`src/rtl/id_operand_fwd.sv`:
```
// ID-stage operand delivery: instruction hold register plus priority forwarding with load-use stall detection.
// Optional performance counters are built when ID_OPND_FWD_PERF_EN is defined.
module id_operand_fwd #(
    parameter int DW   = 32,
    parameter int NSRC = 2,
    parameter int NFWD = 3
) (
    input  logic                 clk,
    input  logic                 rst,
    input  logic                 id_stall,
    input  logic                 id_flush,
    input  logic [31:0]          inst_sram_rdata,
    output logic [31:0]          inst_o,
    input  logic [NSRC*5-1:0]    raddr,
    input  logic [NSRC*DW-1:0]   rf_rdata,
    input  logic [NFWD-1:0]      fwd_we,
    input  logic [NFWD*5-1:0]    fwd_waddr,
    input  logic [NFWD*DW-1:0]   fwd_wdata,
    input  logic [NFWD-1:0]      fwd_pend,
    output logic [NSRC*DW-1:0]   opnd_o,
    output logic                 stallreq,
    output logic [31:0]          perf_lu_stall,
    output logic [31:0]          perf_fwd_hit
);

    localparam logic [0:0] S_IDLE = 1'b0;
    localparam logic [0:0] S_HOLD = 1'b1;

    logic [0:0]  state_reg, state_next;
    logic [31:0] hold_reg, hold_next;

    always_comb begin
        state_next = state_reg;
        hold_next  = hold_reg;
        if (id_flush) begin
            state_next = S_IDLE;
            hold_next  = '0;
        end else if (state_reg == S_IDLE) begin
            if (id_stall) begin
                state_next = S_HOLD;
                hold_next  = inst_sram_rdata;
            end
        end else if (!id_stall) begin
            state_next = S_IDLE;
        end
    end

    always_ff @(posedge clk) begin
        if (rst) begin
            state_reg <= S_IDLE;
            hold_reg  <= '0;
        end else begin
            state_reg <= state_next;
            hold_reg  <= hold_next;
        end
    end

    // The release cycle is still in HOLD, so the decoder keeps seeing the held word.
    assign inst_o = (rst || id_flush) ? 32'd0 :
                    (state_reg == S_HOLD) ? hold_reg : inst_sram_rdata;

    logic [NSRC-1:0] port_match;
    logic [NSRC-1:0] port_pend;

    genvar gi;
    generate
        for (gi = 0; gi < NSRC; gi++) begin : g_port
            logic [4:0]    ra;
            logic [DW-1:0] opnd_sel;
            logic          match_sel;
            logic          pend_sel;

            assign ra = raddr[gi*5 +: 5];

            // Scan oldest to youngest so the youngest matching producer wins.
            always_comb begin
                opnd_sel  = rf_rdata[gi*DW +: DW];
                match_sel = 1'b0;
                pend_sel  = 1'b0;
                for (int j = NFWD - 1; j >= 0; j--) begin
                    if (fwd_we[j] && (fwd_waddr[j*5 +: 5] == ra)) begin
                        opnd_sel  = fwd_wdata[j*DW +: DW];
                        match_sel = 1'b1;
                        pend_sel  = fwd_pend[j];
                    end
                end
                if (ra == 5'd0) begin
                    opnd_sel  = '0;
                    match_sel = 1'b0;
                    pend_sel  = 1'b0;
                end
            end

            assign opnd_o[gi*DW +: DW] = opnd_sel;
            assign port_match[gi]      = match_sel;
            assign port_pend[gi]       = pend_sel;
        end
    endgenerate

    assign stallreq = (|(port_match & port_pend)) && !id_flush && !rst;

`ifdef ID_OPND_FWD_PERF_EN
    logic        any_hit;
    logic [31:0] lu_cnt_reg;
    logic [31:0] hit_cnt_reg;

    assign any_hit = |(port_match & ~port_pend);

    always_ff @(posedge clk) begin
        if (rst) begin
            lu_cnt_reg  <= '0;
            hit_cnt_reg <= '0;
        end else begin
            if (stallreq && (lu_cnt_reg != 32'hFFFF_FFFF))
                lu_cnt_reg <= lu_cnt_reg + 32'd1;
            if (any_hit && (hit_cnt_reg != 32'hFFFF_FFFF))
                hit_cnt_reg <= hit_cnt_reg + 32'd1;
        end
    end

    assign perf_lu_stall = lu_cnt_reg;
    assign perf_fwd_hit  = hit_cnt_reg;
`else
    assign perf_lu_stall = 32'd0;
    assign perf_fwd_hit  = 32'd0;
`endif

endmodule
```
`config.mk`:
```
export PLATFORM = sky130hd
export DESIGN_NAME = id_operand_fwd
export DESIGN_NICKNAME = d
export VERILOG_FILES = /design/src/rtl/id_operand_fwd.sv
export SDC_FILE = /design/constraint.sdc
export NUM_CORES = 1
export LEC_CHECK = 0
export ABC_AREA = 0
export CORE_AREA = 2 2 151 153
export DETAILED_ROUTE_END_ITERATION = 12
export DIE_AREA = 0 0 153 155
export DONT_BUFFER_PORTS = 1
export HOLD_SLACK_MARGIN = 0.12
export PLACE_DENSITY = 0.41
export SLEW_MARGIN = 40
export SYNTH_ARGS = -nofsm -noshare
export SYNTH_HDL_FRONTEND = slang
export SYNTH_SLANG_ARGS = --single-unit
```
`constraint.sdc`:
```
create_clock -name clk -period 2.9 [get_ports clk]
set_input_delay 0.29 -clock clk [delete_from_list [all_inputs] [get_ports clk]]
set_output_delay 0.29 -clock clk [all_outputs]
set_load 0.03 [all_outputs]
```
# After elaboration in Yosys (flattened, before gate mapping)
# Index checks and enable logic that the tools add are counted.
# W data, S select, Z words.
totals:
  reg_bits: 33
  latchBits: 0
  ram_bits: 0
  romBits: 0
  input_bits: 227
  word_cells: 53
  mem_count: 0
classes:
  n_addsub: 0
  multipliers: 0
  n_div: 0
  n_lt_le_gt_ge: 0
  eq_ne: 6
  shifts: 0
  n_mux: 27
  bitwise: 2
  n_reduce_logical: 16
ops:
  columns: ["op", "n"]
  rows:
  - ["$mux W32", 10]
  - ["$eq A5 B5 Y1", 6]
  - ["$mux W1", 17]
  - ["$logic_not A5 Y1", 2]
  - ["$logic_and A1 B1 Y1", 8]
  - ["$reduce_or A2 Y1", 2]
  - ["$and A2 B2 Y2", 1]
  - ["$logic_not A1 Y1", 2]
  - ["$reduce_and A2 Y1", 1]
  - ["$logic_or A1 B1 Y1", 1]
  - ["$not A1 Y1", 1]

# Logic depth before layout (Yosys ltp)
logic_depth:
  ltp_word: 10
  mapped_depth: 7
  mapped_depth_nobuf: 5

# Worst setup path before layout
# No wires, ideal clock.
synth_path:
  path_type: "input-to-output"
  from: "input port raddr[4]"
  to: "output port opnd_o[10]"
  arrival_time_ps: 1821
  setup_slack_ps: 789
  cell_stages: 7
  path_buffers: 2
  path_cell_list: "xnor2_1 > nand3_1 > or3_1 > buf_6 > buf_6 > a221o_1 > a32o_1"
synth_via:
  elab_chain_len: 6
synth_rtl:
  columns: ["element", "line", "rtl"]
  rows:
  - ["start, declared", "14", "input logic [NSRC*5-1:0] raddr,"]
  - ["$eq A5 B5 Y1", "81", "if (fwd_we[j] && (fwd_waddr[j*5 +: 5] == ra)) begin"]
  - ["$logic_and A1 B1 Y1", "81", null]
  - ["$mux W32 (3 in series)", "81", null]
  - ["$mux W32 (*)", "87", "if (ra == 5'd0) begin"]
  - ["end, declared", "20", "output logic [NSRC*DW-1:0] opnd_o,"]
# Every way passes the cells marked *; elsewhere a longest branch is shown, timed or not.

# Worst setup path after layout
layout_path:
  from: "input port raddr[2]"
  to: "output port opnd_o[30]"
# The elaborated chain is that of the path after synthesis.

==> qor.csv <==
stage,metric,value,unit
sta,period_needed,2.41,ns
global_routing,antenna_found_initial,2,
cells_and_area,drive_above_1_share,0.0754,
clock_tree,hold_buffers,0,
setup_path,r2r-end,hold_reg[2],
power,pwr_density_cell,379,nW/um2
routing,wl,20300,um
routing,vias,4916,
synth,synth-main-ff-cell,dfxtp_1,
routing,viasPerCell,5.40,
synth,postSynth.asyncResetShare,0,
setup_path,cp-end-kind,primary output,
clock_tree,clock_path_buffers,2,
global_routing,use_met3,0.0357,
synth,yosys-top-cells-count,"134 x nand2_1, 64 x a32o_1, 64 x buf_4",
global_routing,grt_max_degree,36,
sta,hold_viol_final,0,
sta,fin_ws,0.495,ns
synth,ys_top_cells_by_area,"dfxtp_1 14%, a32o_1 14%, a221o_1 13%, nand2_1 11%, buf_4 10%",
sta,slew_viol_final,0,
sta,finalSetupViolCount,0,
routing,wl_per_cell,22.3,um
sta,fin_tns_setup,0,ns
hold_path,hold_class,in2reg,
routing,drt_first_pass_iters,5,
cells_and_area,fin_nets,849,
global_routing,grt_use_met2,0.272,
cells_and_area,area_growth_syn_to_layout,6.22,%
floorplanning,ioPinCount,388,
global_routing,grt_pass1_wl,29400,um
setup_path,crit_path_start_kind,input pin,
clock_tree,cts_resized,0,
sta,max_freq,416,MHz
setup_path,startpoint,raddr[2],
setup_path,crit_type,in2out,
setup_path,critical_path_required,2.61,ns
synth,synthesis.area,4690,um2
synth,yosysMostFrequentCell,nand2_1,
synth,synthCells,654,
setup_path,path_max_fanout,19,
sta,rsz0062_at_grt,false,
floorplanning,die-width,153,um
synth,synth_seq_area_share,0.141,
setup_path,arrival,2.12,ns
routing,antenna_left,0,
power,leakage,1.62,nW
cells_and_area,largest_reg_flops,32,
setup_path,cp-endpoint,opnd_o[30],
job,cap_violations,0,
global_routing,grt.met1_usage,0.185,
sta,worst_pin_slew,0.649,ns
clock_tree,worst_skew_pair.late_latency,0.27,ns
routing,drc,0,
status,status,"finished, final reports clean",
clock_tree,clock-sinks,33,
clock_tree,cts_htree_levels,2,
place,portBuffers,0,
setup_path,reg2reg_depth,5,
place,pre_cts_ws,0.516,ns
place,place_congestion,0.851,
global_routing,grt_overflow_total,0,
synth,synth_top_area_frac,0.141,
synth,synth-seq-cells,33,
floorplanning,rows,55,
floorplanning,die_h,155,um
floorplanning,core-area,22200,um2
sta,period_share,0.829,
clock_tree,cts_tree,built,
clock_tree,cts_buffers,5,
synth,yosys_warnings,0,
floorplanning,start_util,0.211,
sta,clock_skew,0.00253,ns
clock_tree,cts_setup_buffers,0,
synth,yosysTopAreaCell,dfxtp_1,
setup_path,reg2reg_from,state_reg,
power,irDropWorstVdd,0.262,mV
clock_tree,cts.clk_slew.worst_paths,0.05,ns
synth,synth_cell_type_count,32,
global_routing,grt_pass1_vias,4747,
setup_path,ff2ff_setup_slack,1.42,ns
synth,synth_area_per_cell,7.17,um2
sta,slew_headroom,0.563,
global_routing,top_usage_layer,met2,
global_routing,grt_usage,0.156,
synth,synth_edf_count,0,
floorplanning,dieArea,23700,um2
routing,drtIter0Drc,482,
place,hpwl,16000,um
clock_tree,root_buffer,clkbuf_16,
cells in the final DEF, fill, tap and decap left out, drive strengths merged:
cell,Yosys,layout
a21oi,32,32
a221o,64,64
a31oi,2,2
a32o,64,64
and2,33,33
buf,82,23
bufinv,0,1
clkbuf,43,7
conb,1,64
dfxtp,33,33
diode,0,2
inv,2,2
mux2i,32,32
nand2,134,134
nand2b,1,1
nand3,8,8
nor2,46,46
nor2b,32,32
nor3,1,1
nor4,2,2
o21ai,2,2
o22ai,1,1
o311a,2,2
or2,2,2
or3,3,3
or4,2,2
xnor2,17,17
xor2,13,13
worst max-delay path: stages:
cell and delay (ns):
or4_2 0.66, nor2_1 0.31, a31oi_4 0.18, buf_8 0.27, a32o_1 0.39
how the worst min path moves through the flow:
stage / from / endpoint / slack [ns] / cells after the start
final: inst_sram_rdata[27] / hold_reg[27] / 0.15 / 2
after global placement: inst_sram_rdata[31] / hold_reg[31] / 0.43 / 2
after global routing: inst_sram_rdata[28] / hold_reg[28] / 0.15 / 2
after floorplan: id_stall / state_reg / 0.43 / 2
after CTS: inst_sram_rdata[18] / hold_reg[18] / 0.14 / 2
after detailed placement: inst_sram_rdata[18] / hold_reg[18] / 0.43 / 2
power breakdown:
part           leakage, nW  switching (mW)  internal [mW]  total [mW]
registers            0.269         0.00973          0.468       0.478
clock network       0.0841           0.187          0.429       0.616
logic                 1.26           0.562          0.233       0.795
total                 1.62           0.759           1.13        1.89
metal layers:
| layer | wire [um] | vias to the layer above |
|---|---|---|
| li1 | - | 2202 |
| met1 | 7580 | 2354 |
| met5 | 0 | - |
| met4 | 581 | 0 |
| met3 | 1980 | 32 |
| met2 | 10200 | 328 |
metrics by stage:
step           instances  power, mW  hold WS, ns  utilization  instance area [um2]
5_1_grt              910       1.98        0.149        0.224                 4980
3_5_place_dp         900       1.28        0.432        0.216                 4800
3_3_place_gp         899       1.28        0.429        0.215                 4790
2_1_floorplan        717       1.24        0.425            -                 4930
4_1_cts              908       1.91        0.139        0.224                 4980
6_report             910       1.89        0.146        0.224                 4980
logic make-up after synthesis:
group | count (synthesis) | synth area share
and+or+nand+nor | 264 | 0.254
AOI/OAI and AO/OA | 167 | 0.318
buffers and inverters | 127 | 0.161
DFF | 33 | 0.141
muxes | 32 | 0.0683
xor gates and xnor gates | 30 | 0.0560
other | 1 | 0.000799
layout make-up:
class | instances | area [um2]
repair buffers | 23 | 218
inverters | 2 | 7.51
diodes | 2 | 5.00
well taps | 285 | 357
clock inverters | 1 | 30.0
multi-input cells | 557 | 3560
fillers | 2526 | 17200
clock buffers | 7 | 143
flip-flops and latches | 33 | 662
Note: power is estimated with default switching activity, not from simulation.
